$ cat src/rtl/register_read_pkg.sv
// Frame layout, FSM encoding and frame packing shared by the register-bank read and write paths.
// No logic of its own; both ends import it so they agree on where every frame bit lives.
package register_read_pkg;

    localparam logic [3:0] ADDR_DEFAULT = 4'b0001;
    localparam int         FRAME_W      = 12;

    localparam int START_BIT = 0;
    localparam int ACK_BIT   = 1;
    localparam int DATA_LSB  = 2;
    localparam int DATA_MSB  = 9;
    localparam int NACK_BIT  = 10;
    localparam int STOP_BIT  = 11;

    typedef logic [2:0] state_t;
    localparam state_t ST_IDLE  = 3'd0;
    localparam state_t ST_FETCH = 3'd1;
    localparam state_t ST_LOAD  = 3'd2;
    localparam state_t ST_SHIFT = 3'd3;
    localparam state_t ST_DONE  = 3'd4;

    // An empty slot is sent as nack with a zero payload, whatever the bank data says.
    function automatic logic [FRAME_W-1:0] pack_frame(input logic [7:0] data, input logic filled);
        logic [FRAME_W-1:0] f;
        f                    = '0;
        f[START_BIT]         = 1'b1;
        f[STOP_BIT]          = 1'b1;
        f[ACK_BIT]           = filled;
        f[NACK_BIT]          = ~filled;
        f[DATA_MSB:DATA_LSB] = filled ? data : 8'h00;
        return f;
    endfunction

endpackage

$ cat src/rtl/register_read_if.sv
// Request, bank read port and serial output bundle of the register read path.
// The master side issues requests and models the bank; the slave side is register_read.
interface register_read_if;
    logic [3:0]  addreg;
    logic        rd_req;
    logic [2:0]  rd_sel;
    logic [2:0]  reg_sel;
    logic [7:0]  reg_data;
    logic        reg_valid;
    logic        busy;
    logic [11:0] maindata;
    logic        sdo;
    logic        frame_done;
    logic        err;

    modport master (
        output addreg, rd_req, rd_sel, reg_data, reg_valid,
        input  reg_sel, busy, maindata, sdo, frame_done, err
    );

    modport slave (
        input  addreg, rd_req, rd_sel, reg_data, reg_valid,
        output reg_sel, busy, maindata, sdo, frame_done, err
    );
endinterface

$ cat src/rtl/register_read_frame_shifter.sv
// Parallel-load shift register emitting one frame bit per shift, LSB first; bit 0 visible right after load.
// No backpressure: the owner asserts shift every cycle it wants a bit and watches last.
module register_read_frame_shifter #(
    parameter int W = 12
) (
    input  logic         clk,
    input  logic         rst,
    input  logic         load,
    input  logic [W-1:0] frame,
    input  logic         shift,
    output logic         bit_out,
    output logic         last
);
    localparam int CNT_W = $clog2(W);

    logic [W-1:0]     sr_q, sr_d;
    logic [CNT_W-1:0] cnt_q, cnt_d;

    assign last    = (cnt_q == CNT_W'(W - 1));
    assign bit_out = sr_q[0];

    // The counter stops on the last bit so it never wraps past the frame.
    always_comb begin
        sr_d  = sr_q;
        cnt_d = cnt_q;
        if (load) begin
            sr_d  = frame;
            cnt_d = '0;
        end else if (shift && !last) begin
            sr_d  = {1'b1, sr_q[W-1:1]};
            cnt_d = cnt_q + 1'b1;
        end
    end

    always_ff @(posedge clk) begin
        if (rst) begin
            sr_q  <= '0;
            cnt_q <= '0;
        end else begin
            sr_q  <= sr_d;
            cnt_q <= cnt_d;
        end
    end
endmodule

$ cat src/rtl/register_read.sv
// Reads one bank slot on an addressed request and shifts it out as a 12-bit frame, LSB first.
// Busy for 15 cycles per frame; requests arriving while busy are dropped, not queued.
module register_read #(
    parameter logic [3:0] ADDR    = register_read_pkg::ADDR_DEFAULT,
    parameter int         NREG    = 6,
    parameter int         FRAME_W = register_read_pkg::FRAME_W
) (
    input  logic            clk,
    input  logic            rst,
    register_read_if.slave  bus
);
    import register_read_pkg::*;

    state_t             state_q, state_d;
    logic [2:0]         reg_sel_q, reg_sel_d;
    logic [FRAME_W-1:0] maindata_q, maindata_d;
    logic               err_q, err_d;
    logic               sh_load, sh_shift, sh_bit, sh_last;
    logic               req_hit, sel_ok;

    assign req_hit = bus.rd_req && (bus.addreg == ADDR);
    assign sel_ok  = int'(bus.rd_sel) < NREG;

    always_comb begin
        state_d    = state_q;
        reg_sel_d  = reg_sel_q;
        maindata_d = maindata_q;
        err_d      = 1'b0;
        sh_load    = 1'b0;
        sh_shift   = 1'b0;
        case (state_q)
            ST_IDLE: begin
                if (req_hit) begin
                    if (sel_ok) begin
                        state_d   = ST_FETCH;
                        reg_sel_d = bus.rd_sel;
                    end else begin
                        err_d = 1'b1;
                    end
                end
            end
            // Bank read port is registered: data for reg_sel shows up one cycle later.
            ST_FETCH: state_d = ST_LOAD;
            ST_LOAD: begin
                maindata_d = pack_frame(bus.reg_data, bus.reg_valid);
                sh_load    = 1'b1;
                state_d    = ST_SHIFT;
            end
            ST_SHIFT: begin
                sh_shift = 1'b1;
                if (sh_last) state_d = ST_DONE;
            end
            ST_DONE: state_d = ST_IDLE;
            default: state_d = ST_IDLE;
        endcase
    end

    always_ff @(posedge clk) begin
        if (rst) begin
            state_q    <= ST_IDLE;
            reg_sel_q  <= '0;
            maindata_q <= '0;
            err_q      <= 1'b0;
        end else begin
            state_q    <= state_d;
            reg_sel_q  <= reg_sel_d;
            maindata_q <= maindata_d;
            err_q      <= err_d;
        end
    end

    register_read_frame_shifter #(.W(FRAME_W)) u_shifter (
        .clk     (clk),
        .rst     (rst),
        .load    (sh_load),
        .frame   (maindata_d),
        .shift   (sh_shift),
        .bit_out (sh_bit),
        .last    (sh_last)
    );

    assign bus.reg_sel    = reg_sel_q;
    assign bus.maindata   = maindata_q;
    assign bus.busy       = (state_q != ST_IDLE);
    assign bus.sdo        = (state_q == ST_SHIFT) ? sh_bit : 1'b1;
    assign bus.frame_done = (state_q == ST_DONE);
    assign bus.err        = err_q;
endmodule

$ cat src/flat_wrapper.sv
// flat-port wrapper written by rule: the top's interface ports become plain ports
module register_read_flat import register_read_pkg::*;
#(
    parameter logic [3:0] ADDR    = register_read_pkg::ADDR_DEFAULT,
    parameter int         NREG    = 6,
    parameter int         FRAME_W = register_read_pkg::FRAME_W
)
  (clk, rst, bus_addreg, bus_rd_req, bus_rd_sel, bus_reg_data, bus_reg_valid, bus_reg_sel, bus_busy, bus_maindata, bus_sdo, bus_frame_done, bus_err);
  register_read_if bus_i ();
  input  logic clk;
  input  logic rst;
  input wire logic [$bits(bus_i.addreg)-1:0] bus_addreg;
  input wire logic [$bits(bus_i.rd_req)-1:0] bus_rd_req;
  input wire logic [$bits(bus_i.rd_sel)-1:0] bus_rd_sel;
  input wire logic [$bits(bus_i.reg_data)-1:0] bus_reg_data;
  input wire logic [$bits(bus_i.reg_valid)-1:0] bus_reg_valid;
  output wire logic [$bits(bus_i.reg_sel)-1:0] bus_reg_sel;
  output wire logic [$bits(bus_i.busy)-1:0] bus_busy;
  output wire logic [$bits(bus_i.maindata)-1:0] bus_maindata;
  output wire logic [$bits(bus_i.sdo)-1:0] bus_sdo;
  output wire logic [$bits(bus_i.frame_done)-1:0] bus_frame_done;
  output wire logic [$bits(bus_i.err)-1:0] bus_err;
  assign bus_i.addreg = bus_addreg;
  assign bus_i.rd_req = bus_rd_req;
  assign bus_i.rd_sel = bus_rd_sel;
  assign bus_i.reg_data = bus_reg_data;
  assign bus_i.reg_valid = bus_reg_valid;
  assign bus_reg_sel = bus_i.reg_sel;
  assign bus_busy = bus_i.busy;
  assign bus_maindata = bus_i.maindata;
  assign bus_sdo = bus_i.sdo;
  assign bus_frame_done = bus_i.frame_done;
  assign bus_err = bus_i.err;
  register_read #(.ADDR(ADDR), .NREG(NREG), .FRAME_W(FRAME_W)) u_core (.clk(clk), .rst(rst), .bus(bus_i));
endmodule
$ cat config.mk
export PLATFORM = sky130hd
export DESIGN_NAME = register_read_flat
export DESIGN_NICKNAME = d
export VERILOG_FILES = /design/src/rtl/register_read_pkg.sv /design/src/rtl/register_read_if.sv /design/src/rtl/register_read_frame_shifter.sv /design/src/rtl/register_read.sv /design/src/flat_wrapper.sv
export SDC_FILE = /design/constraint.sdc
export NUM_CORES = 1
export LEC_CHECK = 0
export CORE_MARGIN = 2
export CORE_UTILIZATION = 48
export CTS_CLUSTER_SIZE = 28
export DETAILED_ROUTE_END_ITERATION = 16
export GPL_ROUTABILITY_DRIVEN = 0
export GPL_TIMING_DRIVEN = 0
export PLACE_DENSITY = 0.77
export SLEW_MARGIN = 20
export SYNTH_ARGS = -nofsm -noshare
export SYNTH_HDL_FRONTEND = slang
export SYNTH_SLANG_ARGS = --single-unit
$ cat constraint.sdc
create_clock -name clk -period 1.7 [get_ports clk]
set_clock_uncertainty 0.05 [all_clocks]
set_input_delay 0.255 -clock clk [delete_from_list [all_inputs] [get_ports clk]]
set_output_delay 0.255 -clock clk [all_outputs]
set_load 0.005 [all_outputs]
==> impl_metrics.yaml <==
status:
  outcome: "complete, no violations"
logic_synthesis:
  ys_ff_latch: 35
  ys_async_sr_fraction_pct: 0
  syn_area_per_cell_sq_um: 9.35
  ys_seq_area_share_pct: 46.3
  synth_area_sq_um: 1510
  synthDistinctLibCells: 41
  synth_nets: 182
  syn_inst: 162
  ys.flop_type: "dfxtp_1"
  synth_edf_count: 0
  synth-warning-count: 0
setup_path:
  cp_cell_sequence: "buf_6 -> nand3b_1 -> or2_4 -> clkbuf_2"
  cp_top_family: "simple AND/OR/NAND/NOR gates"
  critPathKind: "reg2out"
  endpoint_kind: "primary output"
  required_ns: 1.39
  crit_fanout: 10
  critPathSlowestCell: "dfxtp_2"
  worst_setup_path_start_kind: "flop"
  crit_buf_inv: 2
  crit_arrival_ns: 1.32
  max_stage_delay_ns: 0.33
hold_path:
  hp-class: "in2reg"
cells_and_area:
  drive_gt1_share_pct: 13.9
  n_antenna_cell: 0
  fin_util_pct: 65.7
  nNetsFinal: 227
  area_delta_synth_final_pct: 31.5
cts:
  clk_path_buf_depth: 2
  clock_latency_ns: 0.33
  cts_sinks: 35
  cts_tree: "done"
  cts_buffers: 5
  clockRootBuffer: "clkbuf_4"
  ctsHtreeMaxLevel: 2
  clk_pin_slew_worst_paths_ns: 0.10
  cts_hold_buffers: 0
sta:
  post-route-period-util_pct: 95.6
  hold_viol_final: 0
  setup_viol: 0
  fmax_mhz: 615
  layout_min_cycle_time_ns: 1.62
  grt_setup_unrepaired: "false"
  finalSetupTns_ns: 0
  whs_ns: 0.294
  worstMarginPinSlew_ns: 0.551
  finalWorstSetupSlack_ns: 0.0750
  finalMaxSlewViolations: 0
  relSlewSlack_pct: 63.3
detailed_routing:
  viasPerCell: 5.66
  drc: 0
  drt_wl_total_um: 3700
  detail-route-antenna-nets: 0
  routedWlPerCell_um: 14.7
  drtPass1Iterations: 4
  routed-via-count: 1427
  drt_iter0_markers: 116
global_route:
  grt_pass1_vias: 1353
  grt_max_degree: 11
  antenna_found_initial: 0
  grt_usage_pct: 22.4
  grt_overflow_total: 0
  grt_pass1_wl_um: 6000
die:
  start_util_pct: 50.0
  rows: 20
  die-area_sq_um: 3620
  die_width_um: 60.2
  ios: 38
  core_sq_um: 3030
  fp.dieH_um: 60.2
flow_run:
  maxCapViolCount: 0
pwr:
  total_power_mw: 1.41
  power_density_nw_per_um2: 709
  power_leakage_nw: 0.677
  vdd_drop_max_uv: 589
place:
  hpwl_um: 2660
  dp_slack_ns: -0.182
  numPortBuffers: 36
registers in the layout (all words and copies together) (netlist names):
register                cells
u_core.bus.err              1
u_core.u_shifter.cnt_q      4
u_core.state_q              3
u_core.bus.maindata        12
u_core.u_shifter.sr_q      12
u_core.bus.reg_sel          3
Yosys cell counts (all sizes together), types with 2 or more instances:
cell	number	share of area [%]
o21ai	2	0.66
buf	8	4.7
a21oi	18	6.0
a211oi	5	2.5
or3	3	1.6
clkbuf	4	0.99
nand3b	2	0.99
a22oi	8	4.0
nor3b	2	1.7
a311oi	4	2.3
o221a	2	1.5
nor4b	4	2.3
nor4	2	0.83
nor3	4	1.3
nor2	13	3.2
nand4	2	0.83
nand2b	2	0.83
dfxtp	35	46
nand3	4	1.3
nand2	16	4.0
o21a	4	2.0
and2	3	1.2
worst reg2reg max path, stage by stage, from the launching register on:
cell and delay [ns]:
dfxtp_1 0.38, ha_1 0.23, nand4b_1 0.15, and2_1 0.21, buf_2 0.20, a311oi_1 0.25
placed cells by master, fill, tap and decap left out, types with 5 or more instances in the layout:
| master | Yosys | routed |
|---|---|---|
| dfxtp_1 | 35 | 32 |
| nand2_1 | 16 | 16 |
| buf_6 | 5 | 5 |
| clkbuf_4 | 0 | 5 |
| a21oi_1 | 18 | 18 |
| a22oi_1 | 8 | 8 |
| a211oi_1 | 5 | 5 |
| clkbuf_1 | 4 | 5 |
| clkdlybuf4s50_1 | 0 | 33 |
| nor2_1 | 13 | 13 |
path summary, 6_finish.rpt:
| kind | end | depth (start not counted) | startpoint | slack [ns] |
|---|---|---|---|---|
| worst min register to register | u_core.bus.maindata[8] | 2 | u_core.bus.maindata[8] | 0.42 |
| worst max-delay path | bus_sdo | 4 | u_core.state_q[2] | 0.08 |
| worst max register to register | u_core.u_shifter.sr_q[8] | 5 | u_core.u_shifter.cnt_q[0] | 0.14 |
| worst min-delay path | u_core.u_shifter.sr_q[5] | 2 | rst | 0.29 |
what timing repair did:
item,CTS,global route
pin swaps,1,0
resized for setup,5,8
gates cloned,0,0
endpoints found under the setup margin,3,11
hold endpoints to repair,0,0
setup buffers,1,1
power by group:
part	internal, mW	switching [mW]	total [mW]
registers	0.836	0.00875	0.844
logic	0.0780	0.0678	0.146
clock network	0.161	0.261	0.422
total	1.07	0.337	1.41
logic make-up (layout without fill, tap and decap cells):
| logic type | count (synthesis) | after routing | share of synthesized area [%] |
|---|---|---|---|
| AO/OA/AOI/OAI | 47 | 47 | 21.2 |
| XOR/XNOR | 1 | 1 | 0.579 |
| adder cells (fa/ha/maj) | 1 | 1 | 0.826 |
| buffers and inverters | 13 | 59 | 5.95 |
| flip-flops | 35 | 35 | 46.3 |
| multiplexers | 1 | 1 | 0.661 |
| AND/OR/NAND/NOR | 64 | 64 | 24.5 |
layout make-up:
cell class	count	area, sq um
buffer	12	87.6
clock buffer	7	45.0
clock inverter	1	5.00
fill	250	1040
inverter	1	3.75
multi-input combinational	114	726
sequential	35	704
tap	44	55.1
timing repair buffer	38	364
metrics by stage:
| stage | cell area (sq um) | cells |
|---|---|---|
| 2_1_floorplan | 1510 | 162 |
| 3_3_place_gp | 1930 | 242 |
| 3_5_place_dp | 1930 | 242 |
| 4_1_cts | 1990 | 251 |
| 5_1_grt | 1990 | 252 |
| 6_report | 1990 | 252 |
layer usage:
metal	wire (um)	vias up	GRT usage, %
met4	27	0	11.4
met1	1590	681	28.8
met2	1860	45	34.9
li1	-	696	-
met5	0	-	0
met3	215	5	4.98
Note: power is estimated with default switching activity, not from simulation.
